File: src/rtl/tap_tms_driver.sv
// JTAG TAP initiator: mirrors the target TAP FSM and drives a registered TMS
// along a fixed path to a stable state, dwells there, then pulses done.
// Ports: GCLK_Pad/RSTN_Pad clock and async active-low reset; cmd_valid,
//   cmd_ready, cmd_target, cmd_hold command handshake; TMS_Pad to the TAP;
//   state_model mirrored state; busy, done, cmd_err status.
// Optional: define TAP_TRST_EN to add TRST_Pad, which resets the TAP for TLR targets.
module tap_tms_driver #(
  parameter int HOLD_W = 8
) (
  input  logic              GCLK_Pad,
  input  logic              RSTN_Pad,
  input  logic              cmd_valid,
  output logic              cmd_ready,
  input  logic [3:0]        cmd_target,
  input  logic [HOLD_W-1:0] cmd_hold,
  output logic              TMS_Pad,
  output logic [3:0]        state_model,
  output logic              busy,
  output logic              done,
  output logic              cmd_err
`ifdef TAP_TRST_EN
  ,
  output logic              TRST_Pad
`endif
);

  localparam logic [3:0] TLR   = 4'hF;
  localparam logic [3:0] RTI   = 4'hC;
  localparam logic [3:0] SELDR = 4'h7;
  localparam logic [3:0] CAPDR = 4'h6;
  localparam logic [3:0] SHDR  = 4'h2;
  localparam logic [3:0] EX1DR = 4'h1;
  localparam logic [3:0] PAUDR = 4'h3;
  localparam logic [3:0] EX2DR = 4'h0;
  localparam logic [3:0] UPDDR = 4'h5;
  localparam logic [3:0] SELIR = 4'h4;
  localparam logic [3:0] CAPIR = 4'hE;
  localparam logic [3:0] SHIR  = 4'hA;
  localparam logic [3:0] EX1IR = 4'h9;
  localparam logic [3:0] PAUIR = 4'hB;
  localparam logic [3:0] EX2IR = 4'h8;
  localparam logic [3:0] UPDIR = 4'hD;

  localparam logic [1:0] S_IDLE  = 2'd0;
  localparam logic [1:0] S_WALK  = 2'd1;
  localparam logic [1:0] S_DWELL = 2'd2;

  function automatic logic [3:0] tap_next(
    input logic [3:0] s,
    input logic       t
  );
    logic [3:0] n;
    case (s)
      TLR:     n = t ? TLR   : RTI;
      RTI:     n = t ? SELDR : RTI;
      SELDR:   n = t ? SELIR : CAPDR;
      CAPDR:   n = t ? EX1DR : SHDR;
      SHDR:    n = t ? EX1DR : SHDR;
      EX1DR:   n = t ? UPDDR : PAUDR;
      PAUDR:   n = t ? EX2DR : PAUDR;
      EX2DR:   n = t ? UPDDR : SHDR;
      UPDDR:   n = t ? SELDR : RTI;
      SELIR:   n = t ? TLR   : CAPIR;
      CAPIR:   n = t ? EX1IR : SHIR;
      SHIR:    n = t ? EX1IR : SHIR;
      EX1IR:   n = t ? UPDIR : PAUIR;
      PAUIR:   n = t ? EX2IR : PAUIR;
      EX2IR:   n = t ? UPDIR : SHIR;
      UPDIR:   n = t ? SELDR : RTI;
      default: n = TLR;
    endcase
    return n;
  endfunction

  // Column-relative codes: bit 3 picks IR vs DR for capture/exit states.
  function automatic logic route(
    input logic [3:0] s,
    input logic [3:0] g
  );
    logic r;
    logic in_dr;
    in_dr = !g[3] && (g != SELIR);
    r = 1'b1;
    if (g == TLR) begin
      r = 1'b1;
    end else begin
      case (s)
        TLR:          r = 1'b0;
        RTI:          r = 1'b1;
        SELDR:        r = !in_dr;
        SELIR:        r = 1'b0;
        CAPDR, CAPIR: r = (g != {s[3], 3'b010});
        SHDR, SHIR:   r = 1'b1;
        EX1DR, EX1IR: r = (g != {s[3], 3'b011});
        PAUDR, PAUIR: r = 1'b1;
        EX2DR, EX2IR: r = (g != {s[3], 3'b010});
        UPDDR, UPDIR: r = (g != RTI);
        default:      r = 1'b1;
      endcase
    end
    return r;
  endfunction

  logic [1:0]        fsm, fsm_n;
  logic [3:0]        target, tgt_n;
  logic [HOLD_W-1:0] hold, hold_s;
  logic [HOLD_W-1:0] cnt, cnt_n;
  logic [3:0]        model_n;
  logic              tms_n;
  logic              done_n;
  logic              legal;
  logic              accept;
  logic              reject;
  logic              trst_go;

  assign cmd_ready = (fsm == S_IDLE);
  assign busy      = (fsm != S_IDLE);

  always_comb begin
    model_n = tap_next(state_model, TMS_Pad);
`ifdef TAP_TRST_EN
    if (TRST_Pad) model_n = TLR;
`endif
    legal = (cmd_target == TLR) || (cmd_target == RTI) ||
            (cmd_target == SHDR) || (cmd_target == PAUDR) ||
            (cmd_target == SHIR) || (cmd_target == PAUIR);
    accept = cmd_valid && cmd_ready && legal;
    reject = cmd_valid && cmd_ready && !legal;
    tgt_n  = accept ? cmd_target : target;
    hold_s = accept ? cmd_hold : hold;
`ifdef TAP_TRST_EN
    trst_go = accept && (cmd_target == TLR) && (model_n != TLR);
`else
    trst_go = 1'b0;
`endif
    fsm_n  = fsm;
    cnt_n  = cnt;
    done_n = 1'b0;
    case (fsm)
      S_IDLE, S_WALK: begin
        if (fsm == S_WALK || accept) begin
          if (trst_go) begin
            fsm_n = S_WALK;
          end else if (model_n == tgt_n) begin
            if (hold_s != '0) begin
              fsm_n = S_DWELL;
              cnt_n = hold_s;
            end else begin
              fsm_n  = S_IDLE;
              done_n = 1'b1;
            end
          end else begin
            fsm_n = S_WALK;
          end
        end
      end
      S_DWELL: begin
        if (cnt <= HOLD_W'(1)) begin
          fsm_n  = S_IDLE;
          done_n = 1'b1;
          cnt_n  = '0;
        end else begin
          cnt_n = cnt - 1'b1;
        end
      end
      default: fsm_n = S_IDLE;
    endcase
    // Parked states hold via their self-loop bit; only a walk follows the route.
    tms_n = (fsm_n == S_WALK) ? route(model_n, tgt_n) : (model_n == TLR);
  end

  always_ff @(posedge GCLK_Pad or negedge RSTN_Pad) begin
    if (!RSTN_Pad) begin
      fsm         <= S_IDLE;
      target      <= TLR;
      hold        <= '0;
      cnt         <= '0;
      state_model <= TLR;
      TMS_Pad     <= 1'b1;
      done        <= 1'b0;
      cmd_err     <= 1'b0;
    end else begin
      fsm         <= fsm_n;
      cnt         <= cnt_n;
      state_model <= model_n;
      TMS_Pad     <= tms_n;
      done        <= done_n;
      cmd_err     <= reject;
      if (accept) begin
        target <= cmd_target;
        hold   <= cmd_hold;
      end
    end
  end

`ifdef TAP_TRST_EN
  always_ff @(posedge GCLK_Pad or negedge RSTN_Pad) begin
    if (!RSTN_Pad) TRST_Pad <= 1'b0;
    else           TRST_Pad <= trst_go;
  end
`endif

endmodule

File: config.mk
export PLATFORM = sky130hd
export DESIGN_NAME = tap_tms_driver
export DESIGN_NICKNAME = d
export VERILOG_FILES = /design/src/rtl/tap_tms_driver.sv
export SDC_FILE = /design/constraint.sdc
export NUM_CORES = 1
export LEC_CHECK = 0
export CORE_MARGIN = 4
export CORE_UTILIZATION = 57
export CTS_BUF_LIST = sky130_fd_sc_hd__clkbuf_2
export DETAILED_ROUTE_END_ITERATION = 16
export PLACE_DENSITY = 0.85
export RECOVER_POWER = 50
export SETUP_SLACK_MARGIN = 0.3
export SLEW_MARGIN = 10
export SYNTH_ARGS = -nofsm -noshare
export SYNTH_HDL_FRONTEND = slang
export SYNTH_SLANG_ARGS = --single-unit
File: constraint.sdc
create_clock -name GCLK_Pad -period 3.2 [get_ports GCLK_Pad]
set_input_delay 0.96 -clock GCLK_Pad [delete_from_list [all_inputs] [get_ports GCLK_Pad]]
set_output_delay 0.96 -clock GCLK_Pad [all_outputs]
set_load 0.02 [all_outputs]
==> results.tsv <==
stage	metric	value	unit
sta	slew_headroom	-2.15	%
sta	hold_viol_final	0	
run_status	violations	max-capacitance violations, max-slew violations	
worst_hold_path	min_path_type	register to register	
logic_synthesis	synth_edf_count	0	
clock_tree	cts-htree-levels	2	
place	gp_congestion	0.961	
global_route	grt_usage	26.0	%
sta	timing.final.crit_share	92.0	%
final_layout	nets	260	
clock_tree	cts_root_buffer	clkbuf_2	
sta	drv_slew	30	
pwr	vdd_drop_max	0.000740	V
detailed_routing	drcViolationCount	0	
clock_tree	clock_latency	380	ps
final_layout	design_area	2390	um^2
setup_path	worst_ep_arrival_time	3240	ps
detailed_routing	vias	1819	
sta	clock_skew	11.5	ps
final_layout	final_cell_mix	buf_4, dfrtp_1, clkdlybuf4s50_1	
setup_path	crit_buf_inv	2	
sta	setup_viol	0	
detailed_routing	ant_nets	0	
final_layout	area_growth	29.7	%
logic_synthesis	synthMuxAreaShare	5.44	%
pwr	p_leak	1.02	nW
clock_tree	clock-sinks	29	
logic_synthesis	async_flop_share	100	%
logic_synthesis	synth_flop_cell	dfrtp_1	
clock_tree	holdBufCountCts	0	
logic_synthesis	synth-xor-area-share	3.26	%
place	port_buffers	23	
floorplan	rows	20	
setup_path	cp.required	3490	ps
logic_synthesis	synth-compound-area-share	22.0	%
clock_tree	numCtsBuffers	5	
clock_tree	clk_path_buf_depth	2	
final_layout	final_util	77.6	%
detailed_routing	vias_per_cell	6.32	
final_layout	layout_commonest_cell	buf_4	
global_route	first_global_vias	1787	
floorplan	die-area	4200	um^2
setup_path	path_delay_family	simple AND/OR/NAND/NOR gates	
logic_synthesis	syn_avg_cell_area	9.59	um^2
floorplan	die_y	64.8	um
detailed_routing	avgRoutedWirePerCell	18.8	um
flow_run	cap_violations	1	
place	dpl.hpwl	3540	um
final_layout	nFillCells	201	
global_route	antenna_found_initial	0	
clock_tree	path_clk_slew	160	ps
clock_tree	cts_tree	yes	
setup_path	path_cells	dlygate4sd2_1 > or3b_1 > buf_4 > nor2_2 > a211oi_2 > xnor2_1 > nand4_1 > or2_2 > a221oi_2	
setup_path	criticalPathCategory	primary input to register	
final_layout	layout-drive-gt1-share	30.3	%
logic_synthesis	ys_seq_area_share	40.0	%
global_route	grt_pass1_wl	8470	um
setup_path	crit_fanout	4	
global_route	overflow	0	
sta	tightest_slew	1530	ps
logic_synthesis	synth-adder-area-share	1.36	%
pwr	powerDensity	998	nW/um^2
global_route	grt_max_degree	30	
floorplan	pin_count	24	
sta	fmax	340	MHz
logic_synthesis	yosysUniqueCellTypes	62	
sta	rsz0062_at_grt	no	
sta	period_needed	2940	ps
logic_synthesis	syn_inst	192	
logic_synthesis	synth_top_family_by_area	simple AND/OR/NAND/NOR gates	
setup_path	cp-end-kind	register	
logic_synthesis	syn_nets	209	
logic_synthesis	synth_area	1840	um^2
setup_path	cp-start-kind	primary input	
detailed_routing	drt-pass1-iter-count	5	
floorplan	core	3080	um^2
sta	hold_slack	556	ps
floorplan	initial_core_util	59.8	%
setup_path	cpMaxStageDelayCell	or3b_1	
place	dpl-instance-area	2250	um^2
logic_synthesis	synth-simple-area-share	23.0	%
detailed_routing	drt_iter0_drc	184	
place	post-place-ws	-262	ps
floorplan	die_w	64.8	um
setup_path	critPathMaxStageDelay	430	ps
run_status	status	finished, violations left	
detailed_routing	wl	5410	um
final_layout	diodes	0	
logic_synthesis	synth-seq-cells	29	
sta	fin_ws	256	ps
logic_synthesis	yosysWarnings	0	
sequential cells by signal, indices dropped and copies added (netlist names):
signal	flops
cnt	8
hold	8
state_model	4
target	4
fsm	2
TMS_Pad	1
cmd_err	1
done	1
through the flow:
step | setup TNS, ps | power [mW] | cells
final | 0 | 2.38 | 288
after CTS | 0 | 2.27 | 286
after global placement | -553 | 1.95 | 273
after global routing | 0 | 2.54 | 288
after detailed placement | -1440 | 2.01 | 273
after floorplan | 0 | 1.52 | 192
layer usage:
layer  track usage, %  vias up  wire length [um]
li1                 -      818                 -
met1             35.3      869              2180
met2             39.6      112              2620
met3             7.11       20               483
met4             9.76        0               129
met5                0        -                 0
cell usage after synthesis (3+ instances only):
cell type / count / share of area [%]
nor2_1: 16 / 3.3
inv_1: 11 / 2.2
mux2_2: 8 / 4.9
nand2b_1: 5 / 1.7
xnor2_1: 3 / 1.4
nor2b_1: 3 / 1.0
nand3_1: 9 / 2.4
or2_2: 3 / 1.0
dfstp_2: 9 / 13
nand2_1: 14 / 2.9
a31oi_1: 4 / 1.4
nor4_1: 5 / 1.7
nor3_1: 4 / 1.1
or3_1: 3 / 1.0
o21ai_0: 6 / 1.6
a21oi_1: 8 / 2.2
dfrtp_1: 20 / 27
o211ai_1: 4 / 1.6
where the power goes:
group          internal [mW]  switching [mW]
sequential             0.573           0.188
combinational          0.700           0.724
clock                 0.0509           0.147
timing repair:
item,4_1_cts,5_1_grt
endpoints found under the setup margin,6,11
resized for setup,4,11
pin swaps,4,6
buffers inserted,5,2
worst paths after layout:
check | from | endpoint | slack [ps] | cells past startpoint
setup / recovery | cmd_valid | cnt[7] | 260 | 9
max in group asynchronous | RSTN_Pad | fsm[1] | 750 | 2
setup reg to reg | fsm[0] | cnt[7] | 530 | 8
hold reg to reg | hold[7] | hold[7] | 560 | 1
hold / removal | hold[7] | hold[7] | 560 | 1
min in group asynchronous | RSTN_Pad | cnt[3] | 1460 | 2
final cells by class:
| class | instances | area [um^2] | share of cell area [%] |
|---|---|---|---|
| Multi-Input combinational cell | 144 | 1060 | 44.3 |
| Timing Repair Buffer | 52 | 453 | 19.0 |
| Inverter | 11 | 41.3 | 1.73 |
| Tap cell | 44 | 55.1 | 2.31 |
| Sequential cell | 29 | 738 | 30.9 |
| Clock buffer | 5 | 25.0 | 1.05 |
| Clock inverter | 3 | 17.5 | 0.734 |
worst register-to-register path: stages (launching register included):
cell,delay [ps]
dfrtp_1,490
or3b_1,480
buf_4,170
nor2_2,170
a211oi_2,80
xnor2_1,260
nand4_1,260
or2_2,400
a221oi_2,260
kinds of logic after synthesis:
logic type | Yosys count
flops | 29
compound gates | 51
fa+ha+maj | 2
simple gates | 76
mux | 9
buf+inv | 19
xor+xnor | 6
(Power assumes the default switching activity.)
==> RTL change 1: new RTL, same settings <==
Add a define of `TAP_TRST_EN`.
--- a/src/rtl/tap_tms_driver.sv
+++ b/src/rtl/tap_tms_driver.sv
@@ -4,6 +4,8 @@
 //   cmd_ready, cmd_target, cmd_hold command handshake; TMS_Pad to the TAP;
 //   state_model mirrored state; busy, done, cmd_err status.
 // Optional: define TAP_TRST_EN to add TRST_Pad, which resets the TAP for TLR targets.
+`define TAP_TRST_EN
+
 module tap_tms_driver #(
   parameter int HOLD_W = 8
 ) (
Function (old outputs only; new: TRST_Pad): changed (Yosys sat finds a counterexample within 10 cycles, from zero or initial values and one cycle with RSTN_Pad low).
==> RTL change 1 against the unedited design <==
  * The flow still finishes with violations (capacitance limit, slew limit)
  * Routed wire length is 8.3% lower
  * Non-clock buffer count is 8 lower
  * Critical path depth is 8 lower
  * Synthesized area is 11% higher
  * Sequential cell count is 1 higher
  * Cell count is 4.2% higher
  * Hold slack worse by 0.0020 ns
  * Cell area is 5.8% higher
  * Combinational power is 9% higher
  * Worst setup slack better by 0.10 ns
  * Via count is 0.82% lower
  * Total power is 7.6% higher
==> RTL change 1: results (changes against the unedited design) <==
Place
  • Placed Cells: 289 (+5.9%)
  • Port buffer count: 24 (+4.3%)
  • GP Congestion: 0.823 (-14%)
  • Worst slack at placement: -0.153 ns (+0.109 ns)
  • DPL Wire Length: 3.51 mm (-0.87%)

Global routing
  • Total GRT Usage: 23.5% (-2.6 points)
  • Vias in the first global route: 1672 (-6.4%)
  • Largest net degree at the start of global routing: 31 (+3.3%)
  • First-pass GRT wire length: 7.94 mm (-6.3%)

Final layout
  • FILL cells: 243 (+21%)
  • Layout Cells excl Fill: 300 (+4.2%)
  • Post-route cell area: 2530 um^2 (+5.8%)
  • Fin nets: 270 (+3.8%)
  • Share of cells above drive strength 1: 25.2% (-5.1 points)

Job
  • Max cap viols: 1 (unchanged)

Synth
  • Top area cells in the synthesized netlist: dfrtp_1 (26%), dfstp_2 (12%), mux2_2 (5.0%)
  • Mapped Cells: 212 (+10%)
  • XOR/XNOR Fraction of Synth Area: 5.02% (+1.8 points)
  • Multiplexer share of the synthesized area: 8.51% (+3.1 points)
  • Net Count, Synth: 229 (+9.6%)
  • Most frequent cells after synthesis: dfrtp_1 (21), nor2_1 (19), nand2_1 (14), inv_1 (12)
  • Synth cell types: 63 (+1.6%)
  • Seq/Total Area, Yosys: 37.3% (-2.8 points)
  • Complex-gate fraction of the synthesized area: 18.4% (-3.5 points)
  • Adder-Cell Fraction of Synth Area: 1.22% (-0.14 points)

Power and ir drop
  • Lkg Pwr: 1.07 nW (+4.3%)
  • NetSw: 1.15 mW (+9.0%)
  • Max VDD drop: 0.623 mV (-16%)

Worst setup path
  • Critical Path AT: 1.88 ns (-1.36 ns)
  • Crit Path Max Fanout: 14 (+10)
  • Family with the most delay on the worst path: flip-flops
  • Slowest-stage cell, CP: dfstp_1

STA
  • Clock Skews: 0.00857 ns (-0.00297 ns)
  • Actual slew at the worst max-slew pin: 1.60 ns (+0.0719 ns)
  • Fin. max-slew vios: 31 (+3.3%)

Run status
  • Status: finished, violations left
  • Violated checks: capacitance limit, slew limit

Route
  • WL/cell: 16.5 um (-12%)
  • Pre-Repair DR Iteration Count: 4 (-1)
  • Total number of vias: 1804 (-0.82%)
  • 1st-iter DRT viols: 107 (-42%)

Clocking
  • Worst-Skew Late Latency: 0.36 ns (-0.02 ns)
-- RTL change 1: changes by cell type in the layout (fill, tap and decap cells not counted), moves of 3 or more --
cell / delta
o211ai_1: -4
mux2i_1: +3
nor4_1: +4
o21ai_0: -4
nor2_1: +5
a221o_1: +5
nand2b_1: +3
and3_1: +3
buf_4: -11
nand3_1: -4
-- RTL change 1: timing repair --
action	in CTS	in global routing
setup endpoints to repair	7	11
resized for setup	5	12
setup buffers	0	3
pin swaps	3	6
hold buffers	0	0
gates cloned	0	0
-- RTL change 1: power groups by stage --
stage               Sequential [mW]  Combinational (mW)  Clock, mW
finish                        0.824                1.55      0.191
detailed placement            0.824                1.43          0
floorplan                     0.755                1.06          0
global route                  0.850                1.70      0.215
global placement              0.816                1.39          0
CTS                           0.820                1.45      0.194
-- RTL change 1: path summary, 6_finish.rpt --
path	startpoint	to	slack [ns]	cells after the start
max reg2reg	state_model[1]$_DFF_PN1_	cnt[3]$_DFFE_PN0P_	0.59	6
max	state_model[1]$_DFF_PN1_	state_model[1]	0.36	1
max in group asynchronous	RSTN_Pad	cnt[2]$_DFFE_PN0P_	0.76	2
min	hold[7]$_DFF_PN0_	hold[7]$_DFF_PN0_	0.55	1
min in group asynchronous	RSTN_Pad	cmd_err$_DFF_PN0_	1.51	2
min reg2reg	hold[7]$_DFF_PN0_	hold[7]$_DFF_PN0_	0.55	1
-- RTL change 1: cell type report --
type	count	area share, %
Clock inverter	3	0.644
Tap cell	46	2.28
Inverter	12	1.78
Clock buffer	5	0.991
Sequential cell	30	30.2
Multi-Input combinational cell	160	48.6
Timing Repair Buffer	44	15.5
-- RTL change 1: layer usage --
layer	share of wire (%)	vias up	GRT usage, %
li1	-	858	-
met3	7.8	7	6.24
met5	0	-	0
met4	1.3	0	7.94
met1	44	865	32.2
met2	47	74	35.8
==> RTL change 2: new RTL, same settings <==
Without the edit above. The output `cmd_err` loses its register stage (`cmd_err` becomes a continuous assignment).
--- a/src/rtl/tap_tms_driver.sv
+++ b/src/rtl/tap_tms_driver.sv
@@ -178,14 +178,12 @@
       state_model <= TLR;
       TMS_Pad     <= 1'b1;
       done        <= 1'b0;
-      cmd_err     <= 1'b0;
     end else begin
       fsm         <= fsm_n;
       cnt         <= cnt_n;
       state_model <= model_n;
       TMS_Pad     <= tms_n;
       done        <= done_n;
-      cmd_err     <= reject;
       if (accept) begin
         target <= cmd_target;
         hold   <= cmd_hold;
@@ -193,6 +191,8 @@
     end
   end
 
+  assign cmd_err = reject;
+
 `ifdef TAP_TRST_EN
   always_ff @(posedge GCLK_Pad or negedge RSTN_Pad) begin
     if (!RSTN_Pad) TRST_Pad <= 1'b0;
Behaviour: not the same (Yosys sat finds a counterexample within 4 cycles, from zero or initial values and one cycle with RSTN_Pad low).
==> RTL change 2 against the unedited design <==
  * Total power fell by 8.8%
  * Via count fell by 6.7%
  * Cell area fell by 1.7%
  * Synthesized area fell by 1.4%
  * Fmax rose by 4.2%
  * Sequential share of layout area fell by 0.47 points
  * Sequential cell count fell by 1
  * Clock skew barely moved
  * Routed wire length fell by 12%
  * Worst setup slack improved by 0.12 ns
  * Critical endpoint is now cmd_ready
==> RTL change 2: results (changes against the unedited design) <==
Clocking
  • Clk slew on worst S/H paths: 0.26 ns (+0.10 ns)
  • H-tree levels: 1 (-1)

Route
  • WL met1: 2.08 mm (-4.5%)
  • Pre-Repair DR Iteration Count: 4 (-1)
  • 1st-iter DRT viols: 121 (-34%)
  • Amount of wire on met2 after detailed routing: 2.33 mm (-11%)
  • Drt via density: 5.93 (-6.1%)
  • Wire length on met3: 336 um (-30%)
  • WL/cell: 16.7 um (-11%)

Final layout
  • Clock buffer cells: 3 (-2)
  • Fin nets: 260 (unchanged)
  • Footprint of the multi-input gates: 1050 um^2 (-0.35%)
  • Non-clk bufs: 55 (+5.8%)
  • ClkCell Share: 0.800% (-0.98 points)
  • Largest regs: cnt: 8 flops, hold: 8 flops
  • Area grow syn2layout: 29.2%
  • Share of cells above drive strength 1: 31.0% (+0.66 points)
  • Buffering overhead: 19.7% (+0.76 points)
  • Storage cell area: 714 um^2 (-3.2%)
  • FILL cells: 209 (+4.0%)
  • Layout Cells excl Fill: 286 (-0.69%)

STA
  • Clock Skews: 0.0116 ns (+0.0000286 ns)
  • Rel. slew slack: 1.36% (+3.5 points)

Global routing
  • First-pass GRT wire length: 7.57 mm (-11%)
  • Met3 GRT Util: 2.60% (-4.5 points)
  • Total GRT Usage: 22.6% (-3.5 points)
  • Met2 Usage GRT: 37.4% (-2.2 points)
  • Largest net degree at the start of global routing: 29 (-3.3%)
  • Met1 Usage GRT: 32.5% (-2.8 points)
  • Vias in the first global route: 1664 (-6.9%)

Power and ir drop
  • Switching part of the total: 43.3% (-1.1 points)
  • Max VDD drop: 0.603 mV (-18%)
  • Lkg Pwr: 0.975 nW (-4.9%)
  • Combinational cell power: 1.31 mW (-8%)
  • NetSw: 0.941 mW (-11%)
  • Clk. pwr: 0.132 mW (-33%)

Place
  • GP Congestion: 0.905 (-5.8%)
  • Placed cell area: 2240 um^2 (-0.45%)
  • Placed Cells: 274 (+0.37%)
  • DPL Wire Length: 3.42 mm (-3.4%)
  • Worst slack at placement: -0.405 ns (-0.142 ns)

Min path
  • HP Class: flip-flop to flip-flop

Synth
  • Synth Register Bits: 28 (-3.4%)
  • Seq/Total Area, Yosys: 39.2% (-0.83 points)
  • Adder-Cell Fraction of Synth Area: 1.38% (+0.019 points)
  • Most frequent cells after synthesis: dfrtp_1 (19), nor2_1 (16), nand2_1 (14), inv_1 (11)
  • Net Count, Synth: 208 (-0.48%)
  • Top area cells in the synthesized netlist: dfrtp_1 (26%), dfstp_2 (13%), mux2_2 (5.0%)
  • Multiplexer share of the synthesized area: 5.51% (+0.075 points)
  • Complex-gate fraction of the synthesized area: 22.3% (+0.30 points)
  • XOR/XNOR Fraction of Synth Area: 3.31% (+0.045 points)
  • Post-synthesis average cell area: 9.51 um^2 (-0.84%)
  • Synth async-reset ratio: 100% (unchanged)

Worst setup path
  • Critical Path AT: 1.87 ns (-1.37 ns)
  • Crit Path Max Fanout: 5 (+1)
  • Slowest-stage cell, CP: clkdlybuf4s50_1
  • Crit-path max cell delay: 0.60 ns (+0.17 ns)
  • Family with the most delay on the worst path: buffers and inverters

Run status
  • Status: completed
RTL change 2: repair_timing:
item | in CTS | in global routing
buffers inserted | 1 | 7
gates resized for setup | 13 | 14
pin swaps | 3 | 7
endpoints found under the setup margin | 10 | 5
endpoints found under the hold margin | 0 | 0
RTL change 2: final timing paths:
path / startpoint / end / slack, ns / depth (start not counted)
max: fsm[0]$_DFF_PN0_ / cmd_ready / 0.37 / 3
min: hold[5]$_DFF_PN0_ / hold[5]$_DFF_PN0_ / 0.58 / 1
max reg2reg: fsm[0]$_DFF_PN0_ / cnt[4]$_DFFE_PN0P_ / 0.42 / 10
min reg2reg: hold[5]$_DFF_PN0_ / hold[5]$_DFF_PN0_ / 0.58 / 1
max in group asynchronous: RSTN_Pad / fsm[0]$_DFF_PN0_ / 0.81 / 2
min in group asynchronous: RSTN_Pad / hold[2]$_DFF_PN0_ / 1.46 / 2
